$ cat config.mk
export PLATFORM = sky130hd
export DESIGN_NAME = sprite_ram_loader
export DESIGN_NICKNAME = d
export VERILOG_FILES = /design/src/rtl/sprite_ram_loader.sv
export SDC_FILE = /design/constraint.sdc
export NUM_CORES = 1
export LEC_CHECK = 0
export CORE_ASPECT_RATIO = 1.5
export CORE_UTILIZATION = 55
export DETAILED_ROUTE_END_ITERATION = 16
export PLACE_DENSITY = 0.83
export SLEW_MARGIN = 20
export SYNTH_ARGS = -nofsm -noshare
export SYNTH_HDL_FRONTEND = slang
export SYNTH_SLANG_ARGS = --single-unit
$ cat constraint.sdc
create_clock -name Clk -period 42.2 [get_ports Clk]
set_clock_uncertainty 0.15 [all_clocks]
set_input_delay 4.22 -clock Clk [delete_from_list [all_inputs] [get_ports Clk]]
set_output_delay 4.22 -clock Clk [all_outputs]
set_load 0.005 [all_outputs]
$ cat src/rtl/sprite_ram_loader.sv
// sprite_ram_loader: writable 21x21 sprite store.
// Incoming 24-bit RGB pixels are encoded to a 2-bit palette index and written
// sequentially. A registered read port decodes indices back to 24-bit color.
// Optional feature macro: SPRITE_RAM_LOADER_NEAREST_EN. When it is defined,
// unmatched colors are mapped to the nearest palette entry by L1 RGB distance
// and err is never raised. Otherwise they are mapped to index 0 and err is set.
module sprite_ram_loader #(
    parameter int unsigned DEPTH  = 441,
    parameter int unsigned ADDR_W = 9,
    parameter logic [23:0] PAL0   = 24'h800080,
    parameter logic [23:0] PAL1   = 24'h202020,
    parameter logic [23:0] PAL2   = 24'hE45810,
    parameter logic [23:0] PAL3   = 24'hF4D4B4
) (
    input  logic              Clk,
    input  logic              Reset,
    input  logic              start,
    input  logic              pix_valid,
    input  logic [23:0]       pix_color,
    output logic              pix_ready,
    output logic              busy,
    output logic              done,
    output logic              err,
    output logic [ADDR_W-1:0] pixel_count,
    input  logic [ADDR_W-1:0] read_address,
    output logic [23:0]       output_color
);

    typedef enum logic [1:0] {
        IDLE,
        LOAD,
        DONE
    } state_t;

    localparam logic [ADDR_W-1:0] LAST_ADDR = ADDR_W'(DEPTH - 1);
    localparam logic [ADDR_W:0]   DEPTH_X   = (ADDR_W + 1)'(DEPTH);

    state_t            state;
    state_t            state_nxt;
    logic [ADDR_W-1:0] wr_addr;
    logic              accept;
    logic [2:0]        match;
    logic [1:0]        enc_idx;
    logic              enc_miss;
    logic [1:0]        mem [DEPTH];

    function automatic logic [23:0] pal_color(input logic [1:0] idx);
        logic [23:0] c;
        case (idx)
            2'd0:    c = PAL0;
            2'd1:    c = PAL1;
            2'd2:    c = PAL2;
            default: c = PAL3;
        endcase
        return c;
    endfunction

    // Returns {hit, index}; the lowest matching index wins on duplicate entries.
    function automatic logic [2:0] exact_match(input logic [23:0] c);
        logic [2:0] r;
        logic [1:0] idx;
        r = '0;
        for (int unsigned i = 0; i < 4; i++) begin
            idx = i[1:0];
            if (!r[2] && (c == pal_color(idx))) begin
                r = {1'b1, idx};
            end
        end
        return r;
    endfunction

`ifdef SPRITE_RAM_LOADER_NEAREST_EN
    function automatic logic [7:0] abs_diff(input logic [7:0] a, input logic [7:0] b);
        return (a >= b) ? (a - b) : (b - a);
    endfunction

    // Minimum sum of absolute channel differences; strict compare keeps ties low.
    function automatic logic [1:0] nearest(input logic [23:0] c);
        logic [9:0]  best_d;
        logic [9:0]  d;
        logic [1:0]  best;
        logic [1:0]  idx;
        logic [23:0] p;
        best_d = '1;
        best   = '0;
        for (int unsigned i = 0; i < 4; i++) begin
            idx = i[1:0];
            p   = pal_color(idx);
            d   = {2'b00, abs_diff(c[23:16], p[23:16])}
                + {2'b00, abs_diff(c[15:8],  p[15:8])}
                + {2'b00, abs_diff(c[7:0],   p[7:0])};
            if (d < best_d) begin
                best_d = d;
                best   = idx;
            end
        end
        return best;
    endfunction
`endif

    // Pixel encoder: exact palette match first, fallback for unmatched colors.
    always_comb begin
        match = exact_match(pix_color);
`ifdef SPRITE_RAM_LOADER_NEAREST_EN
        enc_idx  = match[2] ? match[1:0] : nearest(pix_color);
        enc_miss = 1'b0;
`else
        enc_idx  = match[2] ? match[1:0] : 2'd0;
        enc_miss = ~match[2];
`endif
    end

    // FSM state register.
    always_ff @(posedge Clk) begin
        if (Reset) begin
            state <= IDLE;
        end else begin
            state <= state_nxt;
        end
    end

    // Next-state and handshake outputs; start overrides everything and
    // suppresses the write of a pixel presented in the same cycle.
    always_comb begin
        state_nxt = state;
        pix_ready = 1'b0;
        busy      = 1'b0;
        done      = 1'b0;
        case (state)
            LOAD: begin
                pix_ready = 1'b1;
                busy      = 1'b1;
            end
            DONE: begin
                done = 1'b1;
            end
            default: ;
        endcase
        accept = pix_valid & pix_ready & ~start;
        if (start) begin
            state_nxt = LOAD;
        end else begin
            case (state)
                LOAD:    if (accept && (wr_addr == LAST_ADDR)) state_nxt = DONE;
                DONE:    state_nxt = IDLE;
                default: state_nxt = IDLE;
            endcase
        end
    end

    // Write address / accepted-pixel counter and sticky error flag.
    always_ff @(posedge Clk) begin
        if (Reset) begin
            wr_addr <= '0;
            err     <= 1'b0;
        end else if (start) begin
            wr_addr <= '0;
            err     <= 1'b0;
        end else if (accept) begin
            wr_addr <= wr_addr + 1'b1;
            if (enc_miss) begin
                err <= 1'b1;
            end
        end
    end

    assign pixel_count = wr_addr;

    // Sprite memory write; contents survive Reset and start.
    always_ff @(posedge Clk) begin
        if (accept && !Reset) begin
            mem[wr_addr] <= enc_idx;
        end
    end

    // Registered decode read port; out-of-range addresses return PAL0.
    always_ff @(posedge Clk) begin
        if (Reset) begin
            output_color <= '0;
        end else if ({1'b0, read_address} >= DEPTH_X) begin
            output_color <= PAL0;
        end else begin
            output_color <= pal_color(mem[read_address]);
        end
    end

endmodule

Yosys cells after proc, flatten, opt, wreduce, memory -nomap -nowiden
Memories as Yosys holds them, arrays and structs flattened.
Index checks and enable logic that the tools add are counted.

operators by class
  add/subtract/negate cells = 1
  $lt $le $gt $ge = 1
  equality and inequality tests = 10
  muxes and demuxes = 14
  bitwise gates (word level) = 5
  reduce and logical (&&, ||, !) cells = 14

operator list
  cell                                                                     count
  24-bit equality test, second input constant                              3
  24-bit case mux with 3 select lines                                      1
  24-bit by 22-bit equality test with 1-bit output, second input constant  1
  24-bit 2-to-1 mux                                                        1
  3-bit 2-to-1 mux                                                         4
  9-bit by 1-bit adder with 9-bit output, second input constant            1
  9-bit equality test, second input constant                               1
  9-bit >= comparator, second input constant                               1
  1-bit 2-to-1 mux                                                         7
  1-bit logical AND                                                        5
  2-bit by 1-bit equality test with 1-bit output, second input constant    2
  2-bit equality test, second input constant                               2
  1-bit logical NOT                                                        4
  2-bit OR reduction                                                       2
  3-bit inequality test, second input constant                             1
  1-bit inverter                                                           3
  3-bit OR reduction                                                       1
  1-bit bitwise AND                                                        2
  2-bit logical NOT                                                        1
  2-bit 2-to-1 mux                                                         1
  2-bit AND reduction                                                      1

storage, ports and cells
  flip-flop bits (word level) = 36
  bits in writable memories = 882
  input bits = 37
  output and inout port bits = 37
  logic and storage cells = 52
  memories = 1

memory list
  memory  words  bits a word  rd ports  clocked after Yosys merged registers in  write ports  line  text
  mem     441    2            1         0                                        1            45    logic [1:0] mem [DEPTH];

Longest topological paths before layout
  depth in word-level cells = 13
  gate-level depth with buffers = 16
  mapped depth without buffers = 10

Worst setup path before layout
No wires, ideal clock.

  path kind = input -> register
  start point = input port pix_color[1]
  end point = memory mem[0][0], data pin
  library setup time = 3.618 ns
  arrival = 21.895 ns
  required time = 38.432 ns
  path slack = 16.536 ns
  stages = 5
  path buffers = 0
  path through = nor4_1 -> nand2_1 -> nor3_1 -> nand2_1 -> o21ai_0

on the way
  word-level cells in the longest chain between the ends = 12
  elaborated cells between the ends (all ways) = 15
  classes of those cells = 4 x eq/ne; 5 x mux; 6 x reduce/logical

ends and longest elaborated chain
  what                  line  text
  start, declared       19    input logic [23:0] pix_color,
  24-bit equality test  65    if (!r[2] && (c == pal_color(idx))) begin
  3-bit 2-to-1 mux      65
  1-bit logical NOT     65
  1-bit logical AND     65
  3-bit 2-to-1 mux      65
  1-bit logical NOT     65
  1-bit logical AND     65
  3-bit 2-to-1 mux      65
  1-bit logical NOT     65
  1-bit logical AND     65
  3-bit 2-to-1 mux *    65
  2-bit 2-to-1 mux *    108   enc_idx = match[2] ? match[1:0] : 2'd0;
  net enc_idx[0]        43    logic [1:0] enc_idx;
  end, declared         45

The timed path passes the listed nets; every way through them passes the cells marked *.

Worst setup path in the final report
  start point = input port read_address[0]
  end point = register output_color[5]

on the way
  word-level cells in the longest chain between the ends = 3
  elaborated cells between the ends (all ways) = 7
  classes of those cells = 1 x order compare; 2 x eq/ne; 1 x mux; 2 x reduce/logical; 1 x memory

ends and longest elaborated chain
  what                                         line  text
  start, declared                              25    input logic [ADDR_W-1:0] read_address,
  memory read 441 x 2 bit                      n/a
  2-bit equality test (tied with other cells)  49    case (idx)
  24-bit case mux with 3 select lines          49
  end signal, assigned                         183   output_color <= pal_color(mem[read_address]);
  end, declared                                26    output logic [23:0] output_color

Parallel ways exist; a longest one is shown, timed or not.
A chain may end at the register's enable or synchronous reset.

==> impl_metrics.py <==
metrics = {
    "run_status": {
        "status": "finished clean",
    },
    "cts": {
        "cts-buffers-inserted": 75,
        "cts_root_buf": "clkbuf_16",
        "clk_pin_slew_ns": 0.07,
        "clock_path_buffers": 3,
        "cts_tree": "done",
        "cts.sinks": 902,
        "hold_buffers": 0,
        "clk_latency_ns": 0.61,
        "post-cts-setup-buffers": 0,
        "cts-resized-gates": 0,
        "htree_levels": 3,
    },
    "logic_synthesis": {
        "async_flop_share": 0,
        "ys.flop_type": "edfxtp_1",
        "synth_edf_count": 882,
        "syn_area_um2": 37270,
        "synth_area_per_cell_um2": 16.62,
        "synth_common_cells": "edfxtp_1, nor2_1, mux4_2",
        "synthTopCellsByArea": "edfxtp_1, mux4_2, nor2_1",
        "synth-seq-cells": 902,
        "yosysTopAreaCell": "edfxtp_1",
        "synth_top_area_frac": 0.7106,
        "synth.most_common_cell": "edfxtp_1",
        "postSynthCellCount": 2242,
        "ys_seq_area_frac": 0.7213,
        "yosys_warnings": 0,
        "yosysUniqueCellTypes": 62,
    },
    "timing": {
        "fmax_ghz": 0.1113,
        "tightest_slew_ns": 1.156,
        "rsz0062_at_grt": "false",
        "setup_viol": 0,
        "fin_crit_sh": 0.2130,
        "min_period_ns": 8.988,
        "report.final.hold_viol_count": 0,
        "slew_violations": 0,
        "finalSetupTns_ns": 0,
        "slew_headroom": 0.2295,
    },
    "min_path": {
        "hold_end": "err",
        "hold_depth": 2,
        "hp-start": "err",
        "hp-class": "register to register",
    },
    "worst_setup_path": {
        "cp-end-kind": "register",
        "cpMaxStageDelayCell": "buf_4",
        "cp-start-kind": "input port",
        "critPathBufInv": 3,
        "critPathRequiredTime_ns": 42.57,
        "worstRegToRegCells": 10,
        "r2r_slack_ns": 38.46,
        "cp-startpoint": "read_address[0]",
        "path_cells": "buf_8 > buf_4 > buf_4 > mux2i_1 > o221ai_1 > o22ai_1 > o31ai_1 > o22ai_1 > a2111oi_0 > nor3_1 > ha_1 > and2_1 > or2_2",
        "timing.setup.critical_path_class": "input port to register",
        "arrival_ns": 9.35,
        "regToRegStartpoint": "mem[254][0]",
        "cpLargestDelayFamily": "buffers and inverters",
        "cp_slowest_stage_delay_ns": 0.72,
        "path_max_fanout": 77,
        "r2r-end": "output_color[18]",
    },
    "routing": {
        "wl_per_cell_um": 28.90,
        "drt-initial-drc-count": 2759,
        "antenna_left": 0,
        "dr.pass1.iters": 6,
        "routed_wl_mm": 92.36,
        "via_per_inst": 6.664,
        "drcViolationCount": 0,
        "vias": 21300,
    },
    "floorplanning": {
        "num_rows": 116,
        "die_h_um": 320.8,
        "fp.dieW_um": 214.6,
        "die_area_um2": 68830,
        "pin_count": 74,
        "initial_core_util": 0.5571,
        "design.core.area_um2": 66910,
    },
    "finish": {
        "fin_nets": 2299,
        "finalNonFillerCells": 3196,
        "utilization": 0.6106,
        "n_fill_cell": 4456,
        "final_area_um2": 40860,
        "diodes": 0,
        "drive_gt1_frac": 0.1450,
        "area_delta_synth_final_pct": 9.618,
    },
    "job": {
        "cap_viol_max_count": 0,
    },
    "pwr": {
        "vdd_drop_max_uv": 42.82,
        "power.density_nw_per_um2": 41.96,
        "leakage_nw": 10.45,
    },
    "placement": {
        "gp_congestion": 0.8710,
        "place_area_um2": 38450,
        "port_buffers": 64,
        "post-dp-hpwl_mm": 53.56,
        "dp.cells": 3060,
    },
    "global_routing": {
        "gr-total-overflow": 0,
        "grt_pass1_wl_mm": 135.7,
        "grt_max_degree": 289,
        "antenna_found_initial": 1,
        "gr-usage-all-layers": 0.2696,
        "grt_pass1_vias": 22000,
    },
}
worst min-delay path: cells and delay by family, from the launching register on:
kind | cells | cell delay (ns)
compound gates | 1 | 0.05
flops | 1 | 0.31
buf+inv | 1 | 0.05
registers in the layout (all words and copies together), names as in the netlist:
| name | cells |
|---|---|
| mem | 882 |
| pixel_count | 9 |
| output_color | 8 |
| state | 2 |
| err | 1 |
stage by stage:
step / hold slack, ns / setup slack, ns / total power, mW
final: 0.3048 / 33.21 / 1.714
after global routing: 0.3264 / 32.94 / 1.748
after CTS: 0.3065 / 33.27 / 1.713
after detailed placement: 0.2953 / 32.65 / 1.045
after global placement: 0.2842 / 32.81 / 1.045
after floorplan: 0.2875 / 16.54 / 1.026
layout by cell type (no fill, tap or decap), drive strengths merged, types with 5 or more instances in the layout:
cell,count
a21oi,44
a221oi,6
a22oi,19
and2,9
buf,43
bufinv,6
clkbuf,95
clkdlybuf4s50,60
clkinv,31
conb,9
dfxtp,20
edfxtp,882
ha,9
inv,10
mux2,6
mux2i,124
mux4,173
nand2,71
nand2b,5
nand3,19
nand4,5
nor2,478
nor2b,14
nor3,22
nor3b,5
nor4,7
o211ai,10
o21ai,9
o221ai,41
o22ai,21
o31ai,5
or2,6
xor2,6
worst max path at each step:
| stage | endpoint | cells after the start |
|---|---|---|
| final | output_color[5] | 13 |
| after global routing | output_color[5] | 13 |
| after CTS | output_color[18] | 13 |
| after detailed placement | output_color[18] | 13 |
| after global placement | output_color[5] | 13 |
| after floorplan | mem[0][0] | 5 |
cell type report:
class,count,area [um^2],share of cell area
clock buffer,95,2014,0.04930
clock inverter,40,351.6,0.008605
inverter,8,30.03,0.0007350
multi-input combinational,1163,9498,0.2325
sequential,902,26890,0.6581
tap,885,1107,0.02710
timing repair buffer,103,969.7,0.02373
power by group:
group,internal (mW),switching [mW]
clock,0.376,0.311
sequential,0.968,0.00149
combinational,0.0221,0.0355
total,1.37,0.348
logic make-up after synthesis:
kind of cell,after synthesis,synth area share
flip-flops,902,0.7213
AO/OA/AOI/OAI,179,0.03407
XOR/XNOR,8,0.001880
adder cells (fa/ha/maj),9,0.003021
multiplexers,303,0.1408
AND/OR/NAND/NOR,655,0.07268
buffers and inverters,185,0.02615
other,1,0.0001006
metal layers:
metal | share of wire | vias to the layer above | track usage
li1 | - | 8708 | -
met1 | 0.32 | 10750 | 0.3257
met2 | 0.50 | 1549 | 0.4553
met4 | 0.056 | 2 | 0.1513
met3 | 0.12 | 286 | 0.05428
met5 | 0.00014 | - | 0
Note: power is estimated with default switching activity, not from simulation.
